==> config.mk <==
export PLATFORM = sky130hd
export DESIGN_NAME = vote_capture_stage
export DESIGN_NICKNAME = d
export VERILOG_FILES = /design/src/rtl/vote_capture_stage.sv
export SDC_FILE = /design/constraint.sdc
export NUM_CORES = 1
export LEC_CHECK = 0
export BUFFER_PORTS_ARGS = -buffer_cell sky130_fd_sc_hd__buf_2
export CAP_MARGIN = 30
export CORE_ASPECT_RATIO = 0.6
export CORE_MARGIN = 5
export CORE_UTILIZATION = 33
export CTS_CLUSTER_SIZE = 20
export DETAILED_ROUTE_END_ITERATION = 8
export PLACE_DENSITY = 0.67
export SLEW_MARGIN = 25
export SYNTH_ARGS = -nofsm -noshare
export SYNTH_HDL_FRONTEND = slang
export SYNTH_SLANG_ARGS = --single-unit
==> constraint.sdc <==
create_clock -name clk -period 4.3 [get_ports clk]
set_input_delay 0.43 -clock clk [delete_from_list [all_inputs] [get_ports clk]]
set_output_delay 0.43 -clock clk [all_outputs]
set_load 0.1 [all_outputs]
==> src/rtl/vote_capture_stage.sv <==
`timescale 1ns/1ps
// TMR capture register stage: votes triplicated data/valid inputs, holds and scrubs
// triplicated state, and tracks per-replica disagreement in a sticky flag set and saturating counter.
module vote_capture_stage #(
    parameter int WIDTH = 8,
    parameter int CNT_W = 8
) (
    input  logic             clk,
    input  logic             rstn,
    input  logic [WIDTH-1:0] inA,
    input  logic [WIDTH-1:0] inB,
    input  logic [WIDTH-1:0] inC,
    input  logic             validA,
    input  logic             validB,
    input  logic             validC,
    output logic [WIDTH-1:0] outA,
    output logic [WIDTH-1:0] outB,
    output logic [WIDTH-1:0] outC,
    output logic             outValidA,
    output logic             outValidB,
    output logic             outValidC,
    input  logic             errClr,
    output logic [CNT_W-1:0] errCnt,
    output logic [2:0]       errFlag
);

    function automatic logic [WIDTH-1:0] majData(input logic [WIDTH-1:0] a,
                                                 input logic [WIDTH-1:0] b,
                                                 input logic [WIDTH-1:0] c);
        return (a & b) | (a & c) | (b & c);
    endfunction

    function automatic logic majBit(input logic a, input logic b, input logic c);
        return (a & b) | (a & c) | (b & c);
    endfunction

    function automatic logic [CNT_W-1:0] satInc(input logic [CNT_W-1:0] cnt);
        return (&cnt) ? cnt : cnt + 1'b1;
    endfunction

    logic [WIDTH-1:0] regA, regB, regC;
    logic             vA, vB, vC;
    logic [WIDTH-1:0] dVoted, dScrub;
    logic             vVoted;
    logic [2:0]       disagree;

    always_comb begin
        dVoted      = majData(inA, inB, inC);
        vVoted      = majBit(validA, validB, validC);
        dScrub      = majData(regA, regB, regC);
        // Data mismatches only count while the voted qualifier says the data is live.
        disagree[0] = (validA != vVoted) | (vVoted & (inA != dVoted));
        disagree[1] = (validB != vVoted) | (vVoted & (inB != dVoted));
        disagree[2] = (validC != vVoted) | (vVoted & (inC != dVoted));
    end

    always_ff @(posedge clk or negedge rstn) begin
        if (!rstn) begin
            regA <= '0;
            regB <= '0;
            regC <= '0;
            vA   <= 1'b0;
            vB   <= 1'b0;
            vC   <= 1'b0;
        end else begin
            regA <= vVoted ? dVoted : dScrub;
            regB <= vVoted ? dVoted : dScrub;
            regC <= vVoted ? dVoted : dScrub;
            vA   <= vVoted;
            vB   <= vVoted;
            vC   <= vVoted;
        end
    end

    always_ff @(posedge clk or negedge rstn) begin
        if (!rstn) begin
            errCnt  <= '0;
            errFlag <= 3'b000;
        end else if (errClr) begin
            errCnt  <= '0;
            errFlag <= 3'b000;
        end else begin
            if (|disagree) errCnt <= satInc(errCnt);
            errFlag <= errFlag | disagree;
        end
    end

    // One voter per output replica so a single voter fault cannot reach all three outputs.
    assign outA      = majData(regA, regB, regC);
    assign outB      = majData(regA, regB, regC);
    assign outC      = majData(regA, regB, regC);
    assign outValidA = majBit(vA, vB, vC);
    assign outValidB = majBit(vA, vB, vC);
    assign outValidC = majBit(vA, vB, vC);

endmodule

==> results of run 1 <==
[routing by layer]
layer	GRT usage, %	vias up
met1	21.3	740
met3	3.66	4
met4	2.16	0
met5	0	-
li1	-	804
met2	19.5	65
[power by group through the flow]
| stage | combinational, mW | clock [mW] | sequential [mW] |
|---|---|---|---|
| final | 0.451 | 0.191 | 0.221 |
| after global routing | 0.469 | 0.200 | 0.224 |
| after CTS | 0.451 | 0.191 | 0.222 |
| after detailed placement | 0.451 | 0 | 0.225 |
| after global placement | 0.448 | 0 | 0.224 |
| after floorplan | 0.273 | 0 | 0.345 |
[flip-flops by register name (all words and copies together), names as in the netlist]
signal,count
errCnt,8
regC,8
errFlag,3
vC,1
[worst paths after layout]
path	start	to	slack (ns)	cells after the start
max	inC[1]	errCnt[0]	2.19	6
min	rstn	errCnt[7]	0.10	1
max reg2reg	errCnt[0]	errCnt[0]	2.49	5
min reg2reg	errFlag[2]	errFlag[2]	0.51	2
max in group asynchronous	rstn	errCnt[2]	3.88	1
min in group clk	errFlag[2]	errFlag[2]	0.51	2
[per-stage QoR]
step	total power, mW	instances
2_1_floorplan	0.617	192
3_3_place_gp	0.672	304
3_5_place_dp	0.676	304
4_1_cts	0.863	308
5_1_grt	0.893	308
6_report	0.863	308
[critical path: stages]
cell      delay (ns)
buf_2           0.13
a21oi_1         0.27
o221ai_1        0.21
o41a_1          0.54
o31a_1          0.37
mux2_4          0.31
[final cells by class]
cell class,count,area share [%]
Multi-Input combinational cell,147,49.8
Tap cell,66,4.13
Clock buffer,3,2.06
Timing Repair Buffer,67,16.8
Clock inverter,1,1.50
Sequential cell,20,25.0
Inverter,4,0.750
[cell families after synthesis]
group / after synthesis / synth area share [%]
AO/OA/AOI/OAI: 65 / 27.3
flip-flops: 20 / 30.3
adder cells (fa/ha/maj): 1 / 0.756
buffers and inverters: 25 / 9.76
multiplexers: 8 / 5.52
AND/OR/NAND/NOR: 73 / 26.4
[cells in the final DEF, fill, tap and decap left out, types with 2 or more instances in the layout]
master,count
inv_1,4
nand3b_1,6
a21o_1,8
nand2b_1,6
a2111oi_2,4
nor2b_1,12
nand4_1,3
nand3_1,4
mux2i_1,2
and3b_1,6
nor2_1,12
a22oi_1,2
dfrtp_1,20
o21ai_1,6
a31oi_1,4
nand2_1,9
mux2_1,5
and3_1,3
a21oi_1,9
clkbuf_8,3
o31ai_1,4
o21ai_0,17
or3b_1,2
nor4_1,2
buf_2,67
nor3b_1,6
[synth_stat cells (4+ instances only)]
library cell  number  area (µm²)
o21ai_1            7        35.0
nand3b_1           6        45.0
buf_4             18         135
a21oi_1            9        45.0
mux2_1             5        56.3
and3b_1            6        52.6
nand2_1            9        33.8
a2111oi_2          4        60.1
a31oi_1            4        25.0
dfrtp_1           20         500
nand3_1            4        20.0
a21o_1             8        60.1
o21ai_0           17        85.1
nand2b_1           6        37.5
nor3b_1            6        45.0
o31ai_1            4        30.0
nor2b_1           12        75.1
nor2_1            12        45.0
inv_1              4        15.0
==> results.toml, run 1 <==
[timing]
setup_slack_ns = 2.19
max_slew_margin_pct = 60.4
tightest_slew_ns = 0.595
clock_skew_ns = 0.00742
fin_crit_ns = 2.11
max_freq_ghz = 0.475
hold_violations = 0
drv_slew = 0
period_share_pct = 49.0
rsz0062_at_grt = "false"
hold_ws_ns = 0.101
tns_ns = 0
setup_viol = 0

[route]
drtAntennaViolNets = 0
drt_iter0_markers = 94
routed.top_layer = "met4"
drc = 0
met2_length_mm = 1.76
wl_per_cell_um = 14.7
dr.pass1.iters = 4
wl_met1_mm = 2.32
num_vias = 1613
routed_wl_mm = 4.52
met3WireLength_um = 396
vias_per_cell = 5.24

[setup_path]
cp.required_ns = 4.46
crit_path_end_kind = "register"
crit_fanout = 6
critPathLaunchType = "primary input"
worstPathArrival_ns = 2.26
worstSetupPathType = "primary input to register"

[die]
rows = 20
die_x_um = 101
die_area_mm2 = 0.00657
die_h_um = 64.8
pin_count = 68
coreArea_mm2 = 0.00495
start_util_pct = 33.4

[finish]
fill_cells = 508
multiInputGateArea_um2 = 996
drive_gt1_share_pct = 33.1
final_util_pct = 40.4
area_growth_pct = 21.0
seqCellArea_um2 = 500
num_antenna_cells = 0
final_cell_area_mm2 = 0.00200
fin_nets = 274

[synth]
ys.flop_type = "dfrtp_1"
async_flop_share_pct = 100
synth-seq-cells = 20
syn_nets = 223
syn_area_mm2 = 0.00165
synth_cell_types = 40
synth_edf_count = 0
avgSynthCellArea_um2 = 8.62
yosysWarnings = 0
synth-seq-area-share_pct = 30.3
postSynthCellCount = 192

[power]
power.internal_mw = 0.401
combPwrFrac_pct = 52.3
seq_power_share_pct = 25.6
p_leak_nw = 0.984
power_switching_mw = 0.462
clkPwrFrac_pct = 22.1
p_sw_share_pct = 53.5
max-vdd-ir-drop_mv = 0.142
p_per_area_mw_per_mm2 = 431

[placement]
post-place-ws_ns = 1.94
dp_hpwl_mm = 3.66
finalWeightedCongestion = 0.831
dpl-instance-area_mm2 = 0.00193
port-buffer-count = 67

[cts]
cts_max_path_buffers = 2
cts_tree = "done"
cts_buffers = 3
cts_setup_buffers = 0
cts_resized = 0
root_buffer = "clkbuf_8"
clk_pin_slew_worst_paths_ns = 0.08
cts_htree_levels = 1
numClockSinks = 20
clkLatencyLatePin_ns = 0.26
cts_hold_buf = 0

[global_routing]
grt_antenna_before_repair = 0
track_usage_pct = 13.9
overflow = 0
grt_pass1_wl_mm = 7.28
grt_start_max_net_pins = 21
grt_pass1_vias = 1462

[job]
maxCapViolCount = 0

[status]
status = "finished clean"

[hold_path]
hold_class = "primary input to asynchronous set/reset pin"
Note: power is estimated with default switching activity, not from simulation.
==> run 2, diff against run 1 <==
- clock period: 4.3 -> 2 ns (I/O delays scaled with it)
==> run 2 against run 1 <==
Effect of this change:
- utilization increased by 2.1 points
- global-route usage is 0.65 points higher
- critical path type unchanged
- final cell count is 4.2% higher
- die area unchanged
- largest cell class unchanged
- combinational power increased by 120%
- register-to-register slack worse by 2.2 ns
- total power up 120%
- largest power group unchanged
- worst hold slack gained 0.21 ns
- sequential share of layout area shrank 0.83 points
==> results.toml, run 2 (synthesized netlist as in run 1, its figures left out) <==
[power]
combPwrFrac_pct = 53.0
seq_power_share_pct = 25.5
p_leak_nw = 1.03
power.internal_mw = 0.882
power_switching_mw = 0.989
p_per_area_mw_per_mm2 = 889
total_power_mw = 1.87
p_sw_share_pct = 52.9
max-vdd-ir-drop_mv = 0.257
clkPwrFrac_pct = 21.5

[finish]
num_antenna_cells = 0
area_growth_pct = 27.3
final_cells = 321
reg_top3 = "errCnt x8, regC x8, errFlag x3"
final_util_pct = 42.5
final_cell_area_mm2 = 0.00211
mostFrequentLayoutCell = "buf_2"
fin_nets = 287
mostFrequentLayoutCells = "buf_2 (67), o21ai_0 (17), dfrtp_1 (13)"
drive_gt1_share_pct = 38.4

[timing]
clock_skew_ns = 0.00151
drv_slew = 0
tightest_slew_ns = 0.494
fin_crit_ns = 1.81
setup_slack_ns = 0.194
max_freq_ghz = 0.554
hold_ws_ns = 0.308
max_slew_margin_pct = 66.9
hold_violations = 0
setup_viol = 0
tns_ns = 0
period_share_pct = 90.3
rsz0062_at_grt = "false"

[setup_path]
cp_slowest_cell = "a31oi_1"
crit_family = "compound AO/OA/AOI/OAI gates"
cpPeakStageDelay_ns = 0.43
crit_fanout = 6
critPathLaunchType = "primary input"
crit_path_end_kind = "register"
worstSetupPathType = "primary input to register"
critPathBufInv = 2
worstPathArrival_ns = 1.95
cp.required_ns = 2.14
ff2ff_setup_slack_ns = 0.30
path_cells = "buf_2 -> buf_4 -> or3b_1 -> nand4_1 -> a2111oi_2 -> a31oi_1 -> o31a_1 -> mux2_4"

[cts]
cts_resized = 0
cts_setup_buffers = 0
root_buffer = "clkbuf_8"
clk_pin_slew_worst_paths_ns = 0.08
cts_hold_buf = 1
cts_max_path_buffers = 2
cts_buffers = 3
numClockSinks = 20
cts_tree = "done"
clkLatencyLatePin_ns = 0.26
cts_htree_levels = 1

[die]
coreArea_mm2 = 0.00495
rows = 20
die_x_um = 101
die_h_um = 64.8
start_util_pct = 33.4
pin_count = 68
die_area_mm2 = 0.00657

[placement]
finalWeightedCongestion = 0.826
port-buffer-count = 67
dpl-instance-area_mm2 = 0.00202
place_inst = 316
dp_hpwl_mm = 3.81
post-place-ws_ns = -0.0731

[route]
drt_iter0_markers = 66
num_vias = 1682
routed_wl_mm = 4.62
vias_per_cell = 5.24
dr.pass1.iters = 4
wl_per_cell_um = 14.4
drc = 0
drtAntennaViolNets = 0

[global_routing]
grt_pass1_wl_mm = 7.65
grt_pass1_vias = 1547
grt_start_max_net_pins = 21
grt_antenna_before_repair = 0
overflow = 0
track_usage_pct = 14.5

[status]
status = "finished clean"

[hold_path]
hold_class = "primary input to register"

[job]
maxCapViolCount = 0
run 2: cell count changes in the layout (fill, tap and decap cells not counted), sizes merged:
| cell | previous run | this run |
|---|---|---|
| dlygate4sd3 | 0 | 1 |
| buf | 67 | 79 |
run 2: layer usage:
metal	vias to the layer above	wire (µm)	part of all wire, %	global-route usage [%]
li1	831	-	-	-
met1	780	2420	52	22.8
met2	65	1790	39	19.8
met3	6	397	8.6	3.66
met4	0	19	0.41	2.49
met5	-	0	0	0
run 2: area by class of cell:
cell class	instances	area, µm²
multi-input combinational	147	992
inverter	4	15.0
clock buffer	3	41.3
timing repair buffer	80	435
clock inverter	1	30.0
tap	66	82.6
fill	523	2850
sequential	20	509
run 2: worst paths after layout:
kind	start	to	cells past startpoint
min in group asynchronous	rstn	errCnt[7]	2
max in group asynchronous	rstn	errCnt[2]	2
setup / recovery	inC[7]	errCnt[0]	8
setup reg to reg	errCnt[0]	errCnt[0]	5
hold reg to reg	errFlag[0]	errFlag[0]	2
hold / removal	errClr	errFlag[0]	2
run 2: power by group through the flow:
stage                     Combinational [mW]  Sequential (mW)  Clock (mW)
final                                  0.992            0.476       0.403
after global routing                    1.04            0.486       0.432
after CTS                              0.995            0.478       0.412
after detailed placement               0.992            0.487           0
after global placement                 0.986            0.484           0
after floorplan                        0.586            0.742           0
==> run 3, diff against run 2 <==
- CORE_ASPECT_RATIO: 0.6 -> 1.25
- GPL_TIMING_DRIVEN: unset -> 0
- HOLD_SLACK_MARGIN: unset -> 0.08
==> run 3 against run 2 <==
Effect of this change:
- combinational power grew 4%
- die area shrank 0.57%
- global-route usage shrank 1.0 points
- worst setup slack lost 0.083 ns
- worst hold slack lost 0.0042 ns
- sequential power is essentially flat
- non-clock buffer count grew 8
- largest power group unchanged
- highest routed layer unchanged
==> results.toml, run 3 (synthesized netlist as in run 1, its figures left out) <==
[hold_path]
hold_class = "primary input to register"
hold_end = "regC[5]"
worstHoldStart = "inC[5]"
holdPathStages = 3

[route]
drt_iter0_markers = 65
vias_per_cell = 5.14
dr.pass1.iters = 4
routed_wl_mm = 4.17
num_vias = 1660
drtAntennaViolNets = 0
wl_per_cell_um = 12.9
drc = 0

[timing]
setup_viol = 0
period_share_pct = 94.5
max_freq_ghz = 0.529
max_slew_margin_pct = 62.2
clock_skew_ns = 0.00524
drv_slew = 0
tightest_slew_ns = 0.564
fin_crit_ns = 1.89
hold_violations = 0
tns_ns = 0
rsz0062_at_grt = "false"

[global_routing]
grt_antenna_before_repair = 0
grt_start_max_net_pins = 21
grt_pass1_vias = 1560
track_usage_pct = 13.5
overflow = 0
grt_pass1_wl_mm = 7.06

[finish]
fin_nets = 295
final_cells = 323
multiInputGateArea_um2 = 992
reg_top3 = "errCnt x8, regC x8, errFlag x3"
mostFrequentLayoutCell = "buf_2"
area_growth_pct = 29.0
num_antenna_cells = 0
mostFrequentLayoutCells = "buf_2 (66), buf_4 (18), o21ai_0 (17), dfrtp_1 (13)"
drive_gt1_share_pct = 39.2
seqCellArea_um2 = 509
fill_cells = 493

[cts]
cts_setup_buffers = 0
clk_pin_slew_worst_paths_ns = 0.08
clkLatencyLatePin_ns = 0.26
cts_tree = "done"
root_buffer = "clkbuf_8"
cts_buffers = 3
numClockSinks = 20
cts_max_path_buffers = 2
cts_htree_levels = 1

[setup_path]
worstPathArrival_ns = 2.03
crit_fanout = 6
cp.required_ns = 2.15
reg2reg_depth = 5
ff2ff_setup_slack_ns = 0.33
critPathLaunchType = "primary input"
crit_path_end_kind = "register"
r2r-start = "errCnt[0]"
worstSetupPathType = "primary input to register"
r2r_end = "errCnt[0]"

[die]
die_area_mm2 = 0.00654
die_x_um = 73.3
start_util_pct = 34.5
coreArea_mm2 = 0.00480
rows = 28
pin_count = 68
die_h_um = 89.2

[status]
status = "finished clean"

[placement]
dp_hpwl_mm = 3.48
port-buffer-count = 66
place_inst = 318
finalWeightedCongestion = 0.831

[power]
p_leak_nw = 1.06
max-vdd-ir-drop_mv = 0.306
p_per_area_mw_per_mm2 = 850

[job]
maxCapViolCount = 0
run 3: changes by cell type in the layout (fill, tap and decap cells not counted), sizes merged:
cell and change:
clkbuf +4, bufinv -1, buf +5
run 3: power breakdown:
group          switching (mW)  total (mW)  internal [mW]
Clock                   0.132       0.307          0.175
Combinational           0.817        1.03          0.212
Sequential             0.0352       0.476          0.441
run 3: critical path: stages:
cell and delay (ns):
buf_2 0.12, a21oi_1 0.27, o221ai_1 0.20, o41a_1 0.56, o31ai_1 0.33, mux2_1 0.35
run 3: worst max-delay path by stage:
stage                     end  startpoint  depth (start not counted)  slack (ns)
floorplan           errCnt[0]   errCnt[7]                          4        0.02
global placement    errCnt[2]      inC[1]                          6       -0.11
detailed placement  errCnt[2]      inC[1]                          6       -0.13
CTS                 errCnt[2]      inC[1]                          6        0.14
global route        errCnt[2]      inC[6]                          6        0.02
finish              errCnt[2]      inC[1]                          6        0.11
run 3: what timing repair did:
action / 4_1_cts / 5_1_grt
hold endpoints to repair: 20 / 0
hold buffers: 1 / 0
gates resized for setup: 0 / 0
run 3: routing by layer:
layer	GRT usage [%]	part of all wire (%)
met5	0	0
met4	4.45	1.3
met3	2.02	5.3
met2	24.9	52
met1	15.8	41
run 3: final cells by class:
class / count / area share, %
buffer: 21 / 6.86
clock buffer: 4 / 2.58
inverter: 4 / 0.704
multi-input combinational: 147 / 46.5
sequential: 20 / 23.9
tap: 60 / 3.52
timing repair buffer: 67 / 16.0
run 3: stage by stage:
stage	cell area (µm²)	setup WS (ns)	hold WS, ns	total power, mW	utilization (%)
floorplan	1660	0.0152	-0.0956	1.33	-
global placement	2070	-0.114	0.169	1.51	43.1
detailed placement	2070	-0.133	0.175	1.52	43.1
CTS	2130	0.143	0.305	1.83	44.4
global route	2130	0.0189	0.324	1.89	44.4
finish	2130	0.111	0.303	1.81	44.4
